## src/rtl/noc_pkg.sv

```systemverilog
// Shared NoC definitions: flit geometry, field positions, router port indices,
// and the output-register state type used by the port arbiter.
package noc_pkg;

  localparam int unsigned FLIT_W      = 64;
  localparam int unsigned DEST_X_MSB  = 63;
  localparam int unsigned DEST_X_LSB  = 48;
  localparam int unsigned DEST_Y_MSB  = 47;
  localparam int unsigned DEST_Y_LSB  = 32;
  localparam int unsigned PAYLOAD_MSB = 31;
  localparam int unsigned PAYLOAD_LSB = 0;

  // Width of a requester index (grant_id, round-robin pointer)
  localparam int unsigned IDX_W = 3;

  localparam logic [IDX_W-1:0] LEFT  = 3'd0;
  localparam logic [IDX_W-1:0] RIGHT = 3'd1;
  localparam logic [IDX_W-1:0] UP    = 3'd2;
  localparam logic [IDX_W-1:0] DOWN  = 3'd3;
  localparam logic [IDX_W-1:0] LOCAL = 3'd4;

  typedef enum logic {
    OREG_EMPTY,
    OREG_FULL
  } oreg_state_e;

endpackage

```

## src/rtl/rr_pick.sv

```systemverilog
// Round-robin selector: first valid requester at or after ptr, modulo NUM_REQ.
module rr_pick
  import noc_pkg::*;
#(
  parameter int unsigned NUM_REQ = 5
) (
  input  logic [NUM_REQ-1:0] req_valid,
  input  logic [IDX_W-1:0]   ptr,
  output logic [IDX_W-1:0]   sel,
  output logic               any_valid
);

  localparam logic [IDX_W:0] NREQ = (IDX_W+1)'(NUM_REQ);

  logic [IDX_W:0] idx;

  // Walk ptr, ptr+1, ... wrapping at NUM_REQ; the first valid requester wins
  always_comb begin
    sel       = '0;
    any_valid = 1'b0;
    idx       = '0;
    for (int unsigned i = 0; i < NUM_REQ; i++) begin
      idx = {1'b0, ptr} + (IDX_W+1)'(i);
      if (idx >= NREQ) idx = idx - NREQ;
      if (!any_valid && req_valid[idx[IDX_W-1:0]]) begin
        any_valid = 1'b1;
        sel       = idx[IDX_W-1:0];
      end
    end
  end

endmodule

```

## src/rtl/router_port_arbiter.sv

```systemverilog
// Round-robin arbiter for one router output port with a single-entry output
// register. Optional accepted-flit counter enabled by macro ARB_STATS_EN.
module router_port_arbiter #(
  parameter int unsigned NUM_REQ = 5,
  parameter int unsigned FLIT_W  = noc_pkg::FLIT_W
) (
  input  logic                      clk,
  input  logic                      rst,
  input  logic [NUM_REQ-1:0]        req_valid,
  input  logic [NUM_REQ*FLIT_W-1:0] req_flit,
  output logic [NUM_REQ-1:0]        req_ready,
  output logic                      out_valid,
  output logic [FLIT_W-1:0]         out_flit,
  input  logic                      out_ready,
`ifdef ARB_STATS_EN
  output logic [15:0]               stat_count,
`endif
  output logic [2:0]                grant_id
);

  localparam logic [2:0] LAST_IDX = 3'(NUM_REQ - 1);

  noc_pkg::oreg_state_e state_q, state_d;

  logic [2:0]        ptr_q;
  logic [2:0]        sel;
  logic              any_valid;
  logic              load;
  logic              grant;
  logic [FLIT_W-1:0] sel_flit;

  rr_pick #(
    .NUM_REQ (NUM_REQ)
  ) u_pick (
    .req_valid (req_valid),
    .ptr       (ptr_q),
    .sel       (sel),
    .any_valid (any_valid)
  );

  assign out_valid = (state_q == noc_pkg::OREG_FULL);

  // Load/grant decode, one-hot ready and output-register next state
  always_comb begin
    load      = ~out_valid | out_ready;
    grant     = load & any_valid & ~rst;
    req_ready = '0;
    state_d   = state_q;
    if (grant) req_ready = {{(NUM_REQ-1){1'b0}}, 1'b1} << sel;
    if (load) state_d = any_valid ? noc_pkg::OREG_FULL : noc_pkg::OREG_EMPTY;
  end

  // Mux the selected requester's flit
  always_comb begin
    sel_flit = '0;
    for (int unsigned i = 0; i < NUM_REQ; i++) begin
      if (32'(sel) == i) sel_flit = req_flit[i*FLIT_W +: FLIT_W];
    end
  end

  // Output-register state
  always_ff @(posedge clk) begin
    if (rst) state_q <= noc_pkg::OREG_EMPTY;
    else     state_q <= state_d;
  end

  // Flit, grant index and round-robin pointer update only on a handshake
  always_ff @(posedge clk) begin
    if (rst) begin
      out_flit <= '0;
      grant_id <= '0;
      ptr_q    <= '0;
    end else if (grant) begin
      out_flit <= sel_flit;
      grant_id <= sel;
      ptr_q    <= (sel == LAST_IDX) ? 3'd0 : sel + 3'd1;
    end
  end

`ifdef ARB_STATS_EN
  // Saturating count of flits accepted downstream
  always_ff @(posedge clk) begin
    if (rst)                                        stat_count <= '0;
    else if (out_valid && out_ready && stat_count != '1) stat_count <= stat_count + 16'd1;
  end
`endif

endmodule

```

## config.mk

```make
export PLATFORM = sky130hd
export DESIGN_NAME = router_port_arbiter
export DESIGN_NICKNAME = d
export VERILOG_FILES = /design/src/rtl/noc_pkg.sv /design/src/rtl/rr_pick.sv /design/src/rtl/router_port_arbiter.sv
export SDC_FILE = /design/constraint.sdc
export NUM_CORES = 1
export LEC_CHECK = 0
export CAP_MARGIN = 40
export CORE_AREA = 2 2 155 157
export DETAILED_ROUTE_END_ITERATION = 8
export DIE_AREA = 0 0 157 159
export GPL_ROUTABILITY_DRIVEN = 0
export PLACE_DENSITY = 0.58
export SLEW_MARGIN = 20
export SYNTH_ARGS = -nofsm -noshare
export SYNTH_HDL_FRONTEND = slang
export SYNTH_SLANG_ARGS = --single-unit
```

## constraint.sdc

```tcl
create_clock -name clk -period 11.6 [get_ports clk]
set_input_delay 1.74 -clock clk [delete_from_list [all_inputs] [get_ports clk]]
set_output_delay 1.74 -clock clk [all_outputs]
set_load 0.005 [all_outputs]
```

-- Word-level counts from Yosys, hierarchy flattened
Index checks and enable logic that the tools add are counted.
- add/subtract/negate cells: 10
- $mul: 0
- div/mod/pow operators: 0
- magnitude comparators: 10
- equality and inequality tests: 4
- shifts and indexed selects: 1
- multiplexer cells: 33
- bitwise logic cells: 5
- reduce and logical (&&, ||, !) cells: 9
- operators with widths (kind ; count):
    $mux 64 ; 5
    $mux 3 ; 11
    $lt 3x4->1 const B ; 5
    $ge 4x3->1 const B ; 4
    $bmux 1 s3 ; 5
    $sub 3x3->3 const B ; 5
    $mux 1 ; 11
    $add 3x2->4 const B ; 2
    $eq 3x2->1 const B ; 2
    $mux 5 ; 1
    $shl 1x3->5 const A ; 1
    $add 3x1->4 const B ; 1
    $add 3x3->4 const B ; 1
    $logic_and 1x1->1 ; 4
    $logic_not 1->1 ; 4
    $add 3x1->3 const B ; 1
    $eq 3x1->1 const B ; 1
    $eq 3x3->1 const B ; 1
    $ge 3x3->1 const B ; 1
    $logic_not 3->1 ; 1
    $and 1x1->1 ; 2
    $not 1->1 ; 2
    $or 1x1->1 ; 1
- bits in registers: 71
- latch bits: 0
- RAM bits: 0
- memory bits (read-only): 0
- input bits: 328
- output and inout port bits: 73
- word-level logic and storage cells: 76
- memories: 0

-- Longest topological paths before layout
Gate-level depths: netlist of run 1.
- depth in word-level cells: 23
- depth in mapped cells: 24
- mapped depth without buffers: 22

-- Hierarchy
From an unflattened synthesis of run 1, not the netlist that was laid out.
- cell total of the unflattened synthesis: 758
- area total of the unflattened synthesis: 5969.5 um^2
- modules (own cells, without submodules) (module ; instances ; cells each ; area an instance (um^2) ; sequential area each (um^2)):
    router_port_arbiter ; 1 ; 639 ; 5059.9 ; 1421.4
    rr_pick ; 1 ; 119 ; 909.6 ; 0.0

-- Worst setup path after synthesis of run 1
Ideal clock, no wire load.
- path type: flip-flop to output port
- from: register ptr_q[1]
- to: output port req_ready[3]
- arrival: 4544 ps
- data required time: 9860 ps
- slack: 5316 ps
- stages on the path, launching flop included: 19
- path buffers: 5
- cell sequence: dfxtp_1 > clkbuf_1 > inv_1 > ha_1 > ha_1 > clkbuf_1 > a21oi_1 > mux2_2 > o2bb2a_1 > and2_0 > a211o_1 > a31o_2 > a22oi_1 > ha_1 > ha_1 > clkbuf_1 > clkbuf_1 > clkbuf_1 > and2_1
- elaborated cells between the ends (all ways): 51
- classes of those cells: add/sub: 9; order compare: 5; shift: 1; mux: 26; bitwise: 2; reduce/logical: 8
- RTL lines (what ; RTL line ; text):
    start, declared ; router_port_arbiter.sv:25 ; logic [2:0] ptr_q;
    start signal, assigned ; router_port_arbiter.sv:76 ; ptr_q <= (sel == LAST_IDX) ? 3'd0 : sel + 3'd1;
    parallel branches: the longest is 16 deep, another holds $add 3x1->4 ; - ;
    $mux 3 (*) ; rr_pick.sv:25 ; if (!any_valid && req_valid[idx[IDX_W-1:0]]) begin
    via sel[1] ; router_port_arbiter.sv:26 ; logic [2:0] sel;
    $shl 1x3->5 (*) ; router_port_arbiter.sv:49 ; if (grant) req_ready = {{(NUM_REQ-1){1'b0}}, 1'b1} << sel;
    $mux 5 (*) ; router_port_arbiter.sv:49 ;
    end, declared ; router_port_arbiter.sv:11 ; output logic [NUM_REQ-1:0] req_ready,
Mark *: on every way through the listed nets, which the timed path passes. The select of a mux whose other input is x is not followed.

-- Worst setup path after layout of run 1
Ends and elaborated chain as after synthesis.

==> impl_metrics.ini, run 1 <==
[critical_path]
rr_endpoint = out_flit[46]
timing.critical_path.slowest_stage_cell = sky130_fd_sc_hd__dfxtp_1
critical_path.most_common_cell = sky130_fd_sc_hd__ha_1
timing.rr.start = ptr_q[1]
worstSetupPathType = flop to primary output
crit_path_max_fanout = 34
worst_setup_path_end_kind = primary output
critical_path.startpoint_type = flop
ff2ff_path_depth = 17
cpPeakStageDelay_ps = 670
worst_path_required_time_ps = 9860
setup.worst_path.start = ptr_q[1]
cp.arrival_ps = 5840
endpoint = req_ready[3]
timing.critical_path.cells = inv_1, ha_1, ha_1, a21oi_1, mux2_2, o2bb2a_1, and2_0, a211o_1, a31o_2, a22oi_1, ha_1, ha_2, and2_1, clkdlybuf4s50_1
regToRegSetupSlack_ps = 4590

[floorplan]
die-width_um = 157
std_cell_rows = 56
core_mm2 = 0.0232
die_area_mm2 = 0.0250
pin_count = 401
initial_utilization_pct = 25.4
die_height_um = 159

[grt]
grt_use_total_pct = 24.7
first_pass_grt_wire_length_mm = 46.9
antenna_violations_before_repair = 1
maximum_number_of_pins_on_one_net_before_global_route_repair = 70
grt_pass1_vias = 7614
globalRouteOverflowTotal = 0

[drt]
route.antenna.remaining_nets = 0
vias_per_cell = 5.11
drt-wirelength-per-cell_um = 20.8
detailedRoute.firstIterationViolations = 478
totalWireLength_mm = 31.4
vias_post_dr = 7721
drtPass1Iterations = 5
drc_errors = 0

[synth]
synth_async_reset_ratio_pct = 0
netlist_area_before_placement_mm2 = 0.00589
yosys_register_bits = 71
share_of_the_yosys_chip_area_belonging_to_registers_pct = 24.1
yosys.cell_types.count = 60
netlist_instances = 843
mappedNetlistNets = 1185
top_cells_by_area_synth = sky130_fd_sc_hd__dfxtp_1 (24%), sky130_fd_sc_hd__a2bb2oi_1 (9.4%), sky130_fd_sc_hd__nand2_1 (8.9%)
yosys.area.top_type_share_pct = 24.1
synth_enable_flop_cells = 0
avgSynthCellArea_um2 = 6.98
synth-main-ff-cell = sky130_fd_sc_hd__dfxtp_1
ys.warnings.count = 0
synth_top_cell_by_area = sky130_fd_sc_hd__dfxtp_1

[cts]
number_of_buffers_inserted_for_hold_repair_after_clock_tree_synthesis = 0
cts_setup_buffers = 0
cts_root_buf = sky130_fd_sc_hd__clkbuf_16
cts.clk_slew.worst_paths_ps = 60
cts_inserted_buffers = 9
cts_num_sinks = 71
clock_insertion_delay_worst_skew_ps = 350
cts_resized = 0
clk_path_buf_depth = 2
htreeDepth = 3
tritoncts = built

[run]
max_cap_violations = 0

[sta]
maxClockFrequency_ghz = 0.132
crit_path_time_final_ps = 7580
final_hold_viol_count = 0
totalNegativeSetupSlack_ps = 0
fin_crit_sh_pct = 65.3
slew_viol_final = 0
setup_viol = 0
grt_setup_unrepaired = no
worst_slew_margin_rel_pct = 44.1
clock_skew_ps = 8.35
worstMarginPinSlew_ps = 838

[layout]
layout.cells.most_common_list = sky130_fd_sc_hd__clkdlybuf4s50_1 (399), sky130_fd_sc_hd__nand2_1 (140), sky130_fd_sc_hd__nor2_1 (81)
design_area_mm2 = 0.0104
areaGrowthSynthToFinish_pct = 76.2
post_route_cells_drive_above_1_share_pct = 4.19
mostFrequentLayoutCell = sky130_fd_sc_hd__clkdlybuf4s50_1
diodes = 0
final.fill_count = 2414
final_net_count = 1529

[min_path]
worst_hold_path_type = flop to flop

[power]
leakagePower_uw = 0.00387
peakVddDrop_uv = 277
power.density_mw_per_mm2 = 367
report.power.total_uw = 3810

[placement]
buffer_ports.inserted = 400
postPlaceCellArea_mm2 = 0.0101
place_hpwl_mm = 23.5

[status]
outcome = complete, no violations
==> through the flow <==
step / worst slack (ps) / cells / hold slack [ps] / util [%]
floorplan: 5320 / 843 / 479 / -
global placement: 4150 / 1494 / 493 / 43.3
detailed placement: 4060 / 1495 / 509 / 43.4
CTS: 4030 / 1511 / 517 / 44.7
global route: 3640 / 1511 / 559 / 44.7
finish: 4020 / 1511 / 523 / 44.7
==> critical path, delay by kind of cell (launching register included) <==
kind	cells	cell delay (ps)
AND/OR/NAND/NOR	2	470
multiplexers	1	380
flip-flops	1	670
adder cells (fa/ha/maj)	4	1610
buffers and inverters	2	800
AO/OA/AOI/OAI	5	1540
==> synth_stat cells, types with 2 or more instances <==
master                      number
sky130_fd_sc_hd__inv_1          13
sky130_fd_sc_hd__nor4_1          2
sky130_fd_sc_hd__mux2_2          2
sky130_fd_sc_hd__buf_6           8
sky130_fd_sc_hd__buf_2           6
sky130_fd_sc_hd__a2bb2oi_1      63
sky130_fd_sc_hd__mux2i_1         7
sky130_fd_sc_hd__nand4_1         2
sky130_fd_sc_hd__and3_1          3
sky130_fd_sc_hd__a21oi_1        76
sky130_fd_sc_hd__a32o_1          2
sky130_fd_sc_hd__a211oi_1        4
sky130_fd_sc_hd__ha_1           13
sky130_fd_sc_hd__o22ai_1        65
sky130_fd_sc_hd__o211ai_1        4
sky130_fd_sc_hd__dfxtp_1        71
sky130_fd_sc_hd__nor2_1         82
sky130_fd_sc_hd__nor3_1          3
sky130_fd_sc_hd__nand2b_1        7
sky130_fd_sc_hd__a22oi_1         3
sky130_fd_sc_hd__a31oi_1        65
sky130_fd_sc_hd__o31ai_1         5
sky130_fd_sc_hd__a31o_2          2
sky130_fd_sc_hd__and2_1          3
sky130_fd_sc_hd__nor2b_1        69
sky130_fd_sc_hd__nand2_1       140
sky130_fd_sc_hd__a21o_1          3
sky130_fd_sc_hd__o21ai_0        10
sky130_fd_sc_hd__nand3b_1        4
sky130_fd_sc_hd__or4_1           3
sky130_fd_sc_hd__a211o_1         5
sky130_fd_sc_hd__mux4_2          3
sky130_fd_sc_hd__nand3_1         4
sky130_fd_sc_hd__clkbuf_1       60
sky130_fd_sc_hd__buf_1           6
==> power by group <==
group	switching (uW)	internal [uW]	total [uW]
clock network	122	188	309
logic	1680	1380	3060
registers	66.2	373	439
total	1870	1940	3810
==> worst min-delay path by stage <==
| stage | start | slack [ps] | to | cells past startpoint |
|---|---|---|---|---|
| 3_3_place_gp | grant_id[2] | 490 | grant_id[2] | 2 |
| 4_1_cts | grant_id[2] | 520 | grant_id[2] | 2 |
| 6_report | grant_id[2] | 520 | grant_id[2] | 2 |
| 2_1_floorplan | grant_id[0] | 480 | grant_id[0] | 2 |
| 3_5_place_dp | grant_id[2] | 510 | grant_id[2] | 2 |
| 5_1_grt | grant_id[0] | 560 | grant_id[0] | 2 |
==> metal layers <==
metal / up-vias / track usage [%] / share of wire, %
li1: 3763 / - / -
met1: 3554 / 30.4 / 41
met2: 332 / 41.3 / 49
met3: 70 / 5.44 / 6.7
met4: 2 / 10.6 / 3.9
met5: - / 0 / 0.051
==> registers in the layout, summed over array words and instances, names as in the netlist <==
register,count
grant_id,3
out_flit,64
out_valid,1
ptr_q,3
==> logic make-up (layout without fill, tap and decap cells) <==
family          after synthesis  count (layout)  share of synthesized area, %
compound gates              320             320                          36.3
xor+xnor                      1               1                         0.149
fa+ha+maj                    14              14                          3.10
buf+inv                      94             443                          7.14
flops                        71              71                          24.1
mux                          12              12                          2.72
simple gates                331             331                          26.4
==> cell type report <==
cell class / instances / area, um2 / share of cell area (%)
Tap cell: 319 / 399 / 3.85
Clock inverter: 6 / 85.1 / 0.821
Timing Repair Buffer: 413 / 4110 / 39.6
Clock buffer: 10 / 229 / 2.21
Sequential cell: 71 / 1420 / 13.7
Multi-Input combinational cell: 678 / 4070 / 39.3
Inverter: 14 / 52.6 / 0.507
No activity file was read; power rests on OpenSTA's default activity.
==> inputs of run 2 (changes only) <==
CORE_AREA = 2 2 154 156   (was 2 2 155 157)
DIE_AREA = 0 0 156 158   (was 0 0 157 159)
clock period = 7.43 ns   (was 11.6 ns; I/O delays follow)
==> impl_metrics.ini, run 2 (synthesis results as in run 1) <==
[status]
outcome = complete, no violations

[drt]
drt-wirelength-per-cell_um = 21.2
totalWireLength_mm = 31.5
vias_post_dr = 7754
route.antenna.remaining_nets = 0
vias_per_cell = 5.23
detailedRoute.firstIterationViolations = 566
drtPass1Iterations = 5
drc_errors = 0

[layout]
layout.cells.most_common_list = sky130_fd_sc_hd__clkdlybuf4s50_1 (399), sky130_fd_sc_hd__nand2_1 (140), sky130_fd_sc_hd__nor2_1 (81)
final_net_count = 1531
post_route_cells_drive_above_1_share_pct = 4.36
biggestRegsByFlops = out_flit x64, grant_id x3, ptr_q x3
largest_register_by_flop_count = out_flit
diodes = 0
areaGrowthSynthToFinish_pct = 76.1
number_of_flip_flops_under_the_largest_register_name = 64
mostFrequentLayoutCell = sky130_fd_sc_hd__clkdlybuf4s50_1

[floorplan]
core_mm2 = 0.0231
pin_count = 401
die_area_mm2 = 0.0246
std_cell_rows = 56
initial_utilization_pct = 25.5
die_height_um = 158
die-width_um = 156

[cts]
cts_inserted_buffers = 9
cts_num_sinks = 71
clock_insertion_delay_worst_skew_ps = 360
htreeDepth = 3
cts_setup_buffers = 0
cts_resized = 0
cts_root_buf = sky130_fd_sc_hd__clkbuf_16
cts.clk_slew.worst_paths_ps = 60
tritoncts = built
number_of_buffers_inserted_for_hold_repair_after_clock_tree_synthesis = 0
clk_path_buf_depth = 2

[sta]
final_hold_viol_count = 0
grt_setup_unrepaired = no
totalNegativeSetupSlack_ps = 0
crit_path_time_final_ps = 6620
worstMarginPinSlew_ps = 840
post-route-worst-setup-slack_ps = 809
setup_viol = 0
slew_viol_final = 0
clock_skew_ps = 13.0
fin_crit_sh_pct = 89.1
maxClockFrequency_ghz = 0.151
worst_slew_margin_rel_pct = 44.0

[critical_path]
worst_path_required_time_ps = 6320
cp.arrival_ps = 5510
timing.rr.start = ptr_q[1]
regToRegSetupSlack_ps = 1260
worstSetupPathType = flop to primary output
critical_path.startpoint_type = flop
rr_endpoint = out_flit[13]
crit_path_max_fanout = 17
ff2ff_path_depth = 17
worst_setup_path_end_kind = primary output

[grt]
first_pass_grt_wire_length_mm = 44.6
maximum_number_of_pins_on_one_net_before_global_route_repair = 79
grt_pass1_vias = 7302
most_used_routing_layer = met2
gr-usage-met1_pct = 30.3
grt_use_total_pct = 24.1
groute.layer.met2.usage_pct = 40.4
antenna_violations_before_repair = 1
use_met3_pct = 5.47
globalRouteOverflowTotal = 0

[placement]
buffer_ports.inserted = 400
place_worst_setup_slack_ps = 1250
place_hpwl_mm = 23.3

[power]
swShare_pct = 49.5
combinational_group_share_of_total_power_pct = 81.1
seq_power_share_pct = 11.3
peakVddDrop_uv = 547
power.density_mw_per_mm2 = 582
power.net_switching_uw = 2980
leakagePower_uw = 0.00388
clkPwrFrac_pct = 7.6
p_int_uw = 3040

[min_path]
hold_path_sink = grant_id[2]
holdCritStartpoint = grant_id[2]
worst_hold_path_type = flop to flop
hold_path_depth = 2

[run]
max_cap_violations = 0
[run 2: changes by cell type in the layout (fill, tap and decap cells not counted), sizes merged]
cell,before,now
buf,14,16
bufinv,2,1
clkinv,2,3
clkinvlp,2,1
inv,14,15
[run 2: cell type report]
cell class / instances / area [um2]
clock buffer: 10 / 229
clock inverter: 6 / 68.8
fill: 2377 / 12700
inverter: 14 / 52.6
multi-input combinational: 678 / 4070
sequential: 71 / 1420
tap: 290 / 363
timing repair buffer: 415 / 4160
[run 2: worst max path at each step]
stage,startpoint,end,slack (ps),cells after the start
after floorplan,ptr_q[1],req_ready[3],1770,18
after detailed placement,ptr_q[1],out_flit[7],1250,17
after global routing,ptr_q[1],req_ready[0],250,14
final,ptr_q[1],req_ready[0],810,13
after global placement,ptr_q[1],req_ready[0],1380,13
after CTS,ptr_q[1],req_ready[0],890,13
[run 2: power groups by stage]
stage | logic, uW | registers, uW | clock network, uW
floorplan | 3380 | 685 | 0
global placement | 4850 | 677 | 0
detailed placement | 4860 | 682 | 0
CTS | 4880 | 678 | 469
global route | 5310 | 704 | 485
finish | 4890 | 680 | 460
[run 2: metrics by stage]
step / cells / util [%] / power [uW] / area, um2 / hold WS (ps)
2_1_floorplan: 843 / - / 4070 / 5890 / 479
3_3_place_gp: 1466 / 43.5 / 5530 / 10000 / 487
3_5_place_dp: 1467 / 43.5 / 5550 / 10000 / 499
4_1_cts: 1483 / 44.8 / 6030 / 10300 / 507
5_1_grt: 1484 / 45.0 / 6500 / 10400 / 520
6_report: 1484 / 45.0 / 6030 / 10400 / 503
[run 2: worst max-delay path, stage by stage, from the launching register on]
cell	delay (ps)
sky130_fd_sc_hd__dfxtp_1	680
sky130_fd_sc_hd__inv_1	280
sky130_fd_sc_hd__ha_1	580
sky130_fd_sc_hd__nor2b_1	260
sky130_fd_sc_hd__a32o_1	300
sky130_fd_sc_hd__or4_1	500
sky130_fd_sc_hd__and4_4	210
sky130_fd_sc_hd__nor4b_1	540
sky130_fd_sc_hd__nand3b_1	140
sky130_fd_sc_hd__o211ai_1	260
sky130_fd_sc_hd__ha_2	280
sky130_fd_sc_hd__inv_1	50
sky130_fd_sc_hd__nor4_1	480
sky130_fd_sc_hd__clkdlybuf4s50_1	600
[run 2: metal layers]
| layer | part of all wire, % | vias to the layer above |
|---|---|---|
| met5 | 0 | - |
| met4 | 3.4 | 0 |
| met3 | 6.8 | 63 |
| met2 | 49 | 321 |
| met1 | 41 | 3601 |
| li1 | - | 3769 |
==> inputs of run 3 (changes only) <==
GPL_TIMING_DRIVEN = 0   (was unset)
TNS_END_PERCENT = 100   (was unset)
==> impl_metrics.ini, run 3 (synthesis results as in run 1) <==
[critical_path]
setup.worst_path.start = ptr_q[1]
critical_path.most_common_cell = sky130_fd_sc_hd__ha_1
crit_path_max_fanout = 19
worstPathBufferInverterCount = 6
timing.rr.start = ptr_q[1]
worst_setup_path_end_kind = primary output
timing.critical_path.cells = clkbuf_2, inv_1, ha_1, ha_1, clkbuf_1, a21oi_1, mux2_2, o2bb2a_1, and2_0, a211o_1, a31o_2, a22oi_1, ha_1, ha_1, clkbuf_1, clkbuf_4, and2_1, clkdlybuf4s50_1
worst_path_required_time_ps = 6320
worstSetupPathType = flop to primary output
cp.arrival_ps = 5870
timing.critical_path.slowest_stage_cell = sky130_fd_sc_hd__clkdlybuf4s50_1
critical_path.startpoint_type = flop
critical_path.top_delay_family = buffers and inverters
cpPeakStageDelay_ps = 530
regToRegSetupSlack_ps = 1390

[layout]
diodes = 0
final_net_count = 1592
post_route_cells_drive_above_1_share_pct = 3.98
finish.utilization_pct = 45.7
number_of_flip_flops_under_the_largest_register_name = 64
layout.cells.most_common_list = sky130_fd_sc_hd__clkdlybuf4s50_1 (399), sky130_fd_sc_hd__nand2_1 (140), sky130_fd_sc_hd__nor2_1 (82)
biggestRegsByFlops = out_flit x64, grant_id x3, ptr_q x3
largest_register_by_flop_count = out_flit
mostFrequentLayoutCell = sky130_fd_sc_hd__clkdlybuf4s50_1
areaGrowthSynthToFinish_pct = 79.2

[sta]
crit_path_time_final_ps = 6990
worst_slew_margin_rel_pct = 47.5
timing.hold.ws_ps = 508
setup_viol = 0
grt_setup_unrepaired = no
final_hold_viol_count = 0
clock_skew_ps = 17.7
worstMarginPinSlew_ps = 783
fin_crit_sh_pct = 94.0
maxClockFrequency_ghz = 0.143
slew_viol_final = 0

[floorplan]
die_height_um = 158
core_mm2 = 0.0231
pin_count = 401
die_area_mm2 = 0.0246
initial_utilization_pct = 25.5
std_cell_rows = 56
die-width_um = 156

[power]
power.density_mw_per_mm2 = 596
leakagePower_uw = 0.00395
report.power.total_uw = 6290
peakVddDrop_uv = 415

[cts]
cts_root_buf = sky130_fd_sc_hd__clkbuf_16
cts_resized = 2
cts_inserted_buffers = 9
cts.clk_slew.worst_paths_ps = 50
tritoncts = built
number_of_buffers_inserted_for_hold_repair_after_clock_tree_synthesis = 0
clk_path_buf_depth = 2
cts_setup_buffers = 0
clock_insertion_delay_worst_skew_ps = 350
htreeDepth = 3
cts_num_sinks = 71

[status]
outcome = complete, no violations

[drt]
totalWireLength_mm = 33.1
vias_per_cell = 5.23
drc_errors = 0
route.antenna.remaining_nets = 0
drtPass1Iterations = 5
detailedRoute.firstIterationViolations = 437
drt-wirelength-per-cell_um = 21.4
vias_post_dr = 8081

[run]
max_cap_violations = 0

[grt]
grt_use_total_pct = 25.4
first_pass_grt_wire_length_mm = 46.8
antenna_violations_before_repair = 0
grt_pass1_vias = 7683
globalRouteOverflowTotal = 0
maximum_number_of_pins_on_one_net_before_global_route_repair = 20

[min_path]
holdCritStartpoint = grant_id[2]
worst_hold_path_type = flop to flop

[placement]
buffer_ports.inserted = 399
place_hpwl_mm = 26.6
-- run 3: cell types whose count changed in the layout (fill, tap and decap cells not counted), moves of 2 or more --
| cell | previous run | this run |
|---|---|---|
| sky130_fd_sc_hd__clkbuf_1 | 1 | 54 |
| sky130_fd_sc_hd__buf_4 | 12 | 0 |
| sky130_fd_sc_hd__buf_6 | 0 | 8 |
| sky130_fd_sc_hd__buf_1 | 0 | 5 |
| sky130_fd_sc_hd__buf_2 | 1 | 6 |
| sky130_fd_sc_hd__clkbuf_2 | 0 | 3 |
| sky130_fd_sc_hd__buf_12 | 2 | 0 |
| sky130_fd_sc_hd__ha_1 | 10 | 12 |
-- run 3: report_power, final --
group / internal, uW / switching (uW)
clock: 261 / 196
sequential: 582 / 97.3
combinational: 2320 / 2820
-- run 3: stage by stage --
step                setup slack, ps  area, um2  cells  setup TNS (ps)
floorplan                      1770       5890    843               0
global placement               -132      10200   1532            -132
detailed placement             -143      10200   1532            -143
CTS                            42.3      10500   1546               0
global route                    111      10500   1545               0
finish                          444      10500   1545               0
-- run 3: path summary, 6_finish.rpt --
kind                            cells past startpoint           end
worst max-delay path                               18  req_ready[3]
worst min-delay path                                2   grant_id[2]
worst max register to register                     20  out_flit[43]
worst min register to register                      2   grant_id[2]
-- run 3: area by class of cell --
type	count	area [um2]
buffer	77	364
clock buffer	9	225
clock inverter	7	72.6
fill	2406	12500
inverter	14	52.6
multi-input combinational	678	4050
sequential	71	1420
tap	290	363
timing repair buffer	399	3990
-- run 3: worst reg2reg max path: stages, from the launching register on --
cell,delay (ps)
sky130_fd_sc_hd__dfxtp_1,460
sky130_fd_sc_hd__clkbuf_2,290
sky130_fd_sc_hd__inv_1,200
sky130_fd_sc_hd__ha_1,310
sky130_fd_sc_hd__buf_2,180
sky130_fd_sc_hd__clkbuf_2,280
sky130_fd_sc_hd__mux2i_1,110
sky130_fd_sc_hd__mux2_2,290
sky130_fd_sc_hd__o31ai_1,460
sky130_fd_sc_hd__nor2_1,220
sky130_fd_sc_hd__a2111oi_0,520
sky130_fd_sc_hd__a31o_2,180
sky130_fd_sc_hd__a22oi_1,150
sky130_fd_sc_hd__inv_1,130
sky130_fd_sc_hd__ha_2,360
sky130_fd_sc_hd__clkbuf_1,580
sky130_fd_sc_hd__clkbuf_1,550
sky130_fd_sc_hd__nor2_1,110
sky130_fd_sc_hd__a21oi_1,150
sky130_fd_sc_hd__a2bb2oi_1,280
sky130_fd_sc_hd__a31oi_1,130
-- run 3: layer usage --
| layer | track usage (%) | routed length, um |
|---|---|---|
| met5 | 0 | 0 |
| met4 | 8.61 | 909 |
| met3 | 5.50 | 2220 |
| met2 | 42.6 | 16000 |
| met1 | 32.2 | 13900 |
